File: src/rtl/wb_master_interface.sv
// Wishbone pipelined bus master.
// Converts a single-outstanding request/response handshake into one Wishbone
// transaction at a time. All bus outputs are registered, a saturating counter
// bounds how long cyc may stay high, and bus errors/timeouts are returned
// in-band on the response.
//
// state      | meaning
// -----------+-----------------------------------------------------------
// S_IDLE     | no transaction; req_ready high, next request latched here
// S_REQUEST  | cyc/stb high, payload held until the slave drops stall
// S_WAIT_ACK | cyc high, stb low, waiting for ack or error
module wb_master_interface #(
    parameter int ADDR_WIDTH     = 24,
    parameter int TIMEOUT_CYCLES = 255
) (
    input  logic                  clk,
    input  logic                  rst_n,
    input  logic                  req_valid,
    output logic                  req_ready,
    input  logic                  req_we,
    input  logic [ADDR_WIDTH-1:0] req_address,
    input  logic [3:0]            req_sel,
    input  logic [31:0]           req_data,
    output logic                  rsp_valid,
    output logic                  rsp_error,
    output logic                  rsp_timeout,
    output logic [31:0]           rsp_data,
    output logic                  busy,
    output logic                  wb_cyc_o,
    output logic                  wb_stb_o,
    output logic                  wb_we_o,
    output logic [ADDR_WIDTH-1:0] wb_adr_o,
    output logic [3:0]            wb_sel_o,
    output logic [31:0]           wb_data_o,
    input  logic                  wb_stall_i,
    input  logic                  wb_ack_i,
    input  logic                  wb_error_i,
    input  logic [31:0]           wb_data_i
);

    localparam logic [1:0] S_IDLE     = 2'd0;
    localparam logic [1:0] S_REQUEST  = 2'd1;
    localparam logic [1:0] S_WAIT_ACK = 2'd2;

    // A zero timeout disables the watchdog; keep a 1-bit counter so the
    // declarations stay legal.
    localparam bit TO_EN = (TIMEOUT_CYCLES > 0);
    localparam int CNT_W = TO_EN ? $clog2(TIMEOUT_CYCLES + 1) : 1;
    localparam logic [CNT_W-1:0] TO_LAST = CNT_W'(TO_EN ? TIMEOUT_CYCLES - 1 : 0);
    localparam logic [CNT_W-1:0] CNT_MAX = '1;

    logic [1:0]            r_state;
    logic                  r_cyc;
    logic                  r_stb;
    logic                  r_we;
    logic [ADDR_WIDTH-1:0] r_adr;
    logic [3:0]            r_sel;
    logic [31:0]           r_dat;
    logic [CNT_W-1:0]      r_to_cnt;
    logic                  r_rsp_valid;
    logic                  r_rsp_error;
    logic                  r_rsp_timeout;
    logic [31:0]           r_rsp_data;

    logic w_idle;
    logic w_in_flight;
    logic w_accept_req;
    logic w_bus_resp;
    logic w_timeout;
    logic w_done;

    assign w_idle       = (r_state == S_IDLE);
    assign w_in_flight  = !w_idle;
    assign w_accept_req = w_idle && req_valid;

    // ack/error count only once the slave has accepted the strobe; anything
    // seen while idle or while stalled is a protocol violation and dropped.
    assign w_bus_resp = (((r_state == S_REQUEST) && !wb_stall_i) || (r_state == S_WAIT_ACK))
                        && (wb_ack_i || wb_error_i);

    // A real response in the same cycle as the last allowed one wins.
    assign w_timeout = TO_EN && w_in_flight && !w_bus_resp && (r_to_cnt == TO_LAST);
    assign w_done    = w_bus_resp || w_timeout;

    // Transaction sequencing and registered bus payload.
    always_ff @(posedge clk or negedge rst_n) begin
        if (!rst_n) begin
            r_state <= S_IDLE;
            r_cyc   <= 1'b0;
            r_stb   <= 1'b0;
            r_we    <= 1'b0;
            r_adr   <= '0;
            r_sel   <= '0;
            r_dat   <= '0;
        end else begin
            case (r_state)
                S_IDLE: begin
                    if (req_valid) begin
                        r_we    <= req_we;
                        r_adr   <= req_address;
                        r_sel   <= req_sel;
                        r_dat   <= req_data;
                        r_cyc   <= 1'b1;
                        r_stb   <= 1'b1;
                        r_state <= S_REQUEST;
                    end
                end
                S_REQUEST: begin
                    if (w_done) begin
                        r_cyc   <= 1'b0;
                        r_stb   <= 1'b0;
                        r_state <= S_IDLE;
                    end else if (!wb_stall_i) begin
                        r_stb   <= 1'b0;
                        r_state <= S_WAIT_ACK;
                    end
                end
                S_WAIT_ACK: begin
                    if (w_done) begin
                        r_cyc   <= 1'b0;
                        r_state <= S_IDLE;
                    end
                end
                default: begin
                    r_cyc   <= 1'b0;
                    r_stb   <= 1'b0;
                    r_state <= S_IDLE;
                end
            endcase
        end
    end

    // Watchdog: counts cycles with cyc high and no response, saturating.
    always_ff @(posedge clk or negedge rst_n) begin
        if (!rst_n) begin
            r_to_cnt <= '0;
        end else if (w_accept_req) begin
            r_to_cnt <= '0;
        end else if (w_in_flight && !w_bus_resp && (r_to_cnt != CNT_MAX)) begin
            r_to_cnt <= r_to_cnt + 1'b1;
        end
    end

    // Response capture; fields are qualified by the one-cycle rsp_valid pulse.
    always_ff @(posedge clk or negedge rst_n) begin
        if (!rst_n) begin
            r_rsp_valid   <= 1'b0;
            r_rsp_error   <= 1'b0;
            r_rsp_timeout <= 1'b0;
            r_rsp_data    <= '0;
        end else begin
            r_rsp_valid <= w_done;
            if (w_bus_resp) begin
                r_rsp_timeout <= 1'b0;
                if (wb_error_i) begin
                    r_rsp_error <= 1'b1;
                    r_rsp_data  <= 32'hFFFF_FFFF;
                end else begin
                    r_rsp_error <= 1'b0;
                    r_rsp_data  <= wb_data_i;
                end
            end else if (w_timeout) begin
                r_rsp_error   <= 1'b1;
                r_rsp_timeout <= 1'b1;
                r_rsp_data    <= 32'hFFFF_FFFF;
            end
        end
    end

    assign req_ready   = w_idle;
    assign busy        = w_in_flight;
    assign wb_cyc_o    = r_cyc;
    assign wb_stb_o    = r_stb;
    assign wb_we_o     = r_we;
    assign wb_adr_o    = r_adr;
    assign wb_sel_o    = r_sel;
    assign wb_data_o   = r_dat;
    assign rsp_valid   = r_rsp_valid;
    assign rsp_error   = r_rsp_error;
    assign rsp_timeout = r_rsp_timeout;
    assign rsp_data    = r_rsp_data;

endmodule
File: config.mk
export PLATFORM = sky130hd
export DESIGN_NAME = wb_master_interface
export DESIGN_NICKNAME = d
export VERILOG_FILES = /design/src/rtl/wb_master_interface.sv
export SDC_FILE = /design/constraint.sdc
export NUM_CORES = 1
export LEC_CHECK = 0
export CAP_MARGIN = 0
export CORE_ASPECT_RATIO = 0.75
export CORE_UTILIZATION = 37
export CTS_CLUSTER_SIZE = 24
export DETAILED_ROUTE_END_ITERATION = 12
export PLACE_DENSITY = 0.79
export SLEW_MARGIN = 20
export SYNTH_ARGS = -nofsm -noshare
export SYNTH_HDL_FRONTEND = slang
export SYNTH_SLANG_ARGS = --single-unit
export TNS_END_PERCENT = 50
File: constraint.sdc
create_clock -name clk -period 1.8 [get_ports clk]
set_input_delay 0.27 -clock clk [delete_from_list [all_inputs] [get_ports clk]]
set_output_delay 0.27 -clock clk [all_outputs]
set_load 0.03 [all_outputs]
==> flow_summary_export.csv <==
group,metric,value,unit
outcome,status,"complete, but fails checks",
outcome,violations,"design-rule violations",
sta,hold_viol_final,0,
worst_setup_path,criticalPathCategory,"reg -> reg",
synthesis,synth_edf_count,0,
power,power_density,2000,nW/µm²
clock_tree,cts-root-buf,"clkbuf_16",
power,p_leak,2.85,nW
power,swShare,0.400,
worst_setup_path,cp_common_cell,"buf_4",
synthesis,synthCells,286,
synthesis,synth.area.top_cells,"dfrtp_1 64%, mux2_2 16%, o22a_1 6.6%, ha_1 1.8%, mux2i_1 1.7%",
sta,fin_crit_sh,0.955,
global_routing,grt_pass1_wl,16.6,mm
place,io_buffer_count,198,
clock_tree,cts.sink_count,108,
layout,nets,612,
synthesis,synth_top_cells_by_count,"108 x dfrtp_1, 61 x mux2_2, 32 x o22a_1",
power,p_int,0.00829,W
floorplan,initial_core_util,0.384,
global_routing,grtUsageTotal,0.179,
sta,setup_viol,0,
synthesis,ys_seq_area_frac,0.638,
drt,wl_per_cell,16.2,µm
clock_tree,clk_pin_slew,0.07,ns
synthesis,ys_seq_elements,108,
drt,vias,3166,
layout,final_cell_area,6910,µm²
synthesis,synth_top_area_share,0.638,
sta,rsz0062_at_grt,"yes",
run,maxCapViolations,0,
worst_setup_path,slowest_delay,0.41,ns
place,dpl.hpwl,7.82,mm
sta,slew_violations,0,
clock_tree,clk_latency,0.34,ns
synthesis,ys.warnings.count,0,
worst_setup_path,rr_worst_depth,9,
drt,wl_met3,874,µm
sta,period_minus_slack,1.72,ns
floorplan,core-area,11000,µm²
synthesis,synth_area,4230,µm²
drt,viasPerCell,4.86,
drt,drtIter0Drc,126,
global_routing,grt_pass1_vias,3369,
layout,drive_gt1_frac,0.234,
drt,wl_met1,4.22,mm
floorplan,dieArea,11900,µm²
power,power_frac_seq,0.308,
drt,wl_met2,5.38,mm
drt,firstDrtPassIters,8,
worst_setup_path,worstPathMaxFanout,3,
worst_setup_path,path_cells,"buf_4 -> ha_4 -> nand2b_4 -> a21oi_2 -> buf_4 -> nor3_4 -> buf_4 -> nand4_1 -> mux2i_1",
synthesis,ys_async_sr_fraction,1.00,
synthesis,syn_avg_cell_area,14.8,µm²
power,clockPowerShare,0.137,
drt,ant_nets,0,
synthesis,synth_ff_type,"dfrtp_1",
clock_tree,cts_tree,"built",
floorplan,fp.dieH,94.6,µm
place,dp_slack,-0.0678,ns
global_routing,grt_overflow,0,
clock_tree,clockBufferDepth,2,
worst_setup_path,worstPathArrival,1.94,ns
power,peakVddDrop,1.04,mV
synthesis,syn_nets,391,
sta,worstMarginPinSlew,0.463,ns
power,power_frac_comb,0.555,
place,place_congestion,0.758,
sta,fmax,0.582,GHz
clock_tree,htree_num_levels,3,
layout,diodes,0,
worst_setup_path,worstSetupEndpointType,"flop",
floorplan,die_w,126,µm
synthesis,yosysUniqueCellTypes,33,
global_routing,antenna_found_initial,0,
worst_setup_path,cp.required,2.02,ns
sta,relSlewSlack,0.691,
worst_setup_path,crit_path_start_kind,"flop",
drt,drcViolationCount,7,
layout,area_growth,63.2,%
sta,final.setup_skew,0.00664,ns
floorplan,placementRows,33,
floorplan,num_io_pins,199,
synthesis,synth.most_common_cell,"dfrtp_1",
worst_setup_path,slowest_stage,"dfrtp_1",
hold_path,hp-class,"in -> async",
power,p_sw,0.00552,W
clock_tree,cts_buffers,9,
drt,wl,10.6,mm
sta,fin_ws,0.0804,ns
drt,top_layer_used,"met4",
place,placed_area,6550,µm²
global_routing,grt_max_degree,52,
synthesis,synth_top_area_cell,"dfrtp_1",
[critical path: cells and delay by family (launching register included)]
family	cells	cell delay, ns
adders and majority gates	1	0.17
AOI/OAI and AO/OA	1	0.07
DFF	1	0.41
buffers and inverters	3	0.46
muxes	1	0.13
and+or+nand+nor	3	0.37
[stage by stage]
stage,hold WS (ns),power (W),std cells,utilization,TNS (ns)
floorplan,-0.0256,0.00843,286,-,0
global placement,0.252,0.0117,630,0.594,-0.0517
detailed placement,0.256,0.0118,630,0.594,-0.356
CTS,0.422,0.0138,647,0.621,-0.00201
global route,0.450,0.0145,652,0.627,-0.0110
finish,0.417,0.0138,652,0.627,0
[layout make-up]
type | count | area [µm²]
fill | 856 | 4120
clock buffer | 11 | 243
tap | 140 | 175
inverter | 9 | 36.3
sequential | 108 | 2710
multi-input combinational | 156 | 1460
clock inverter | 5 | 42.5
timing repair buffer | 223 | 2240
[metal layers]
metal  vias up  global-route usage
li1       1475                   -
met1      1578               0.209
met2       107               0.305
met3         6              0.0703
met4         0              0.0610
met5         -                   0
[power by group through the flow]
| stage | clock network (W) | logic, W | registers (W) |
|---|---|---|---|
| 6_report | 0.00189 | 0.00767 | 0.00425 |
| 5_1_grt | 0.00205 | 0.00804 | 0.00440 |
| 4_1_cts | 0.00195 | 0.00761 | 0.00426 |
| 3_5_place_dp | 0 | 0.00754 | 0.00430 |
| 3_3_place_gp | 0 | 0.00743 | 0.00423 |
| 2_1_floorplan | 0 | 0.00195 | 0.00648 |
[sequential cells by signal (all words and copies together), names as in the netlist]
register / cells
rsp_data: 32
rsp_error: 1
wb_cyc_o: 1
r_to_cnt: 8
rsp_timeout: 1
rsp_valid: 1
wb_adr_o: 24
r_state: 2
wb_sel_o: 4
wb_we_o: 1
wb_data_o: 32
wb_stb_o: 1
[placed cells by master, fill, tap and decap left out, types with 2 or more instances in the layout]
cell             synthesis  routed
inv_2                    0       3
inv_6                    0       3
o22a_1                  32      32
ha_4                     0       2
buf_12                   0       6
nor2_1                   5       5
and3_1                   2       2
nand4_1                  5       5
dfrtp_1                108     106
nand2_1                 11      11
a21oi_1                  5       5
mux2_2                  61      61
inv_1                    8       5
ha_1                     6       4
buf_4                    0      20
mux2i_1                  7       7
clkdlybuf4s50_1          0     195
dfrtp_2                  0       2
o21ai_0                  2       2
clkbuf_16                0       9
nand3_1                  2       2
[timing repair]
item,4_1_cts,5_1_grt
setup buffers,0,5
setup endpoints to repair,1,21
gates resized for setup,4,8
endpoints found under the hold margin,33,0
hold buffers,1,0
pin swaps,0,2
[logic make-up (layout without fill, tap and decap cells)]
group           after synthesis  after routing  share of synthesized area
simple gates                 34             34                     0.0464
flops                       108            108                      0.638
compound gates               46             46                     0.0895
buf+inv                      22            248                     0.0231
fa+ha+maj                     6              6                     0.0177
mux                          70             70                      0.185
[path summary, 6_finish.rpt]
kind                            startpoint      endpoint  slack (ns)
worst min register to register   rsp_error     rsp_error        0.50
min in group clk                 rsp_error     rsp_error        0.50
max in group asynchronous            rst_n     rsp_valid        0.70
worst min-delay path                 rst_n  wb_adr_o[12]        0.42
worst max register to register  r_state[0]   r_to_cnt[7]        0.08
worst max-delay path            r_state[0]   r_to_cnt[7]        0.08
No activity file was read; power rests on OpenSTA's default activity.
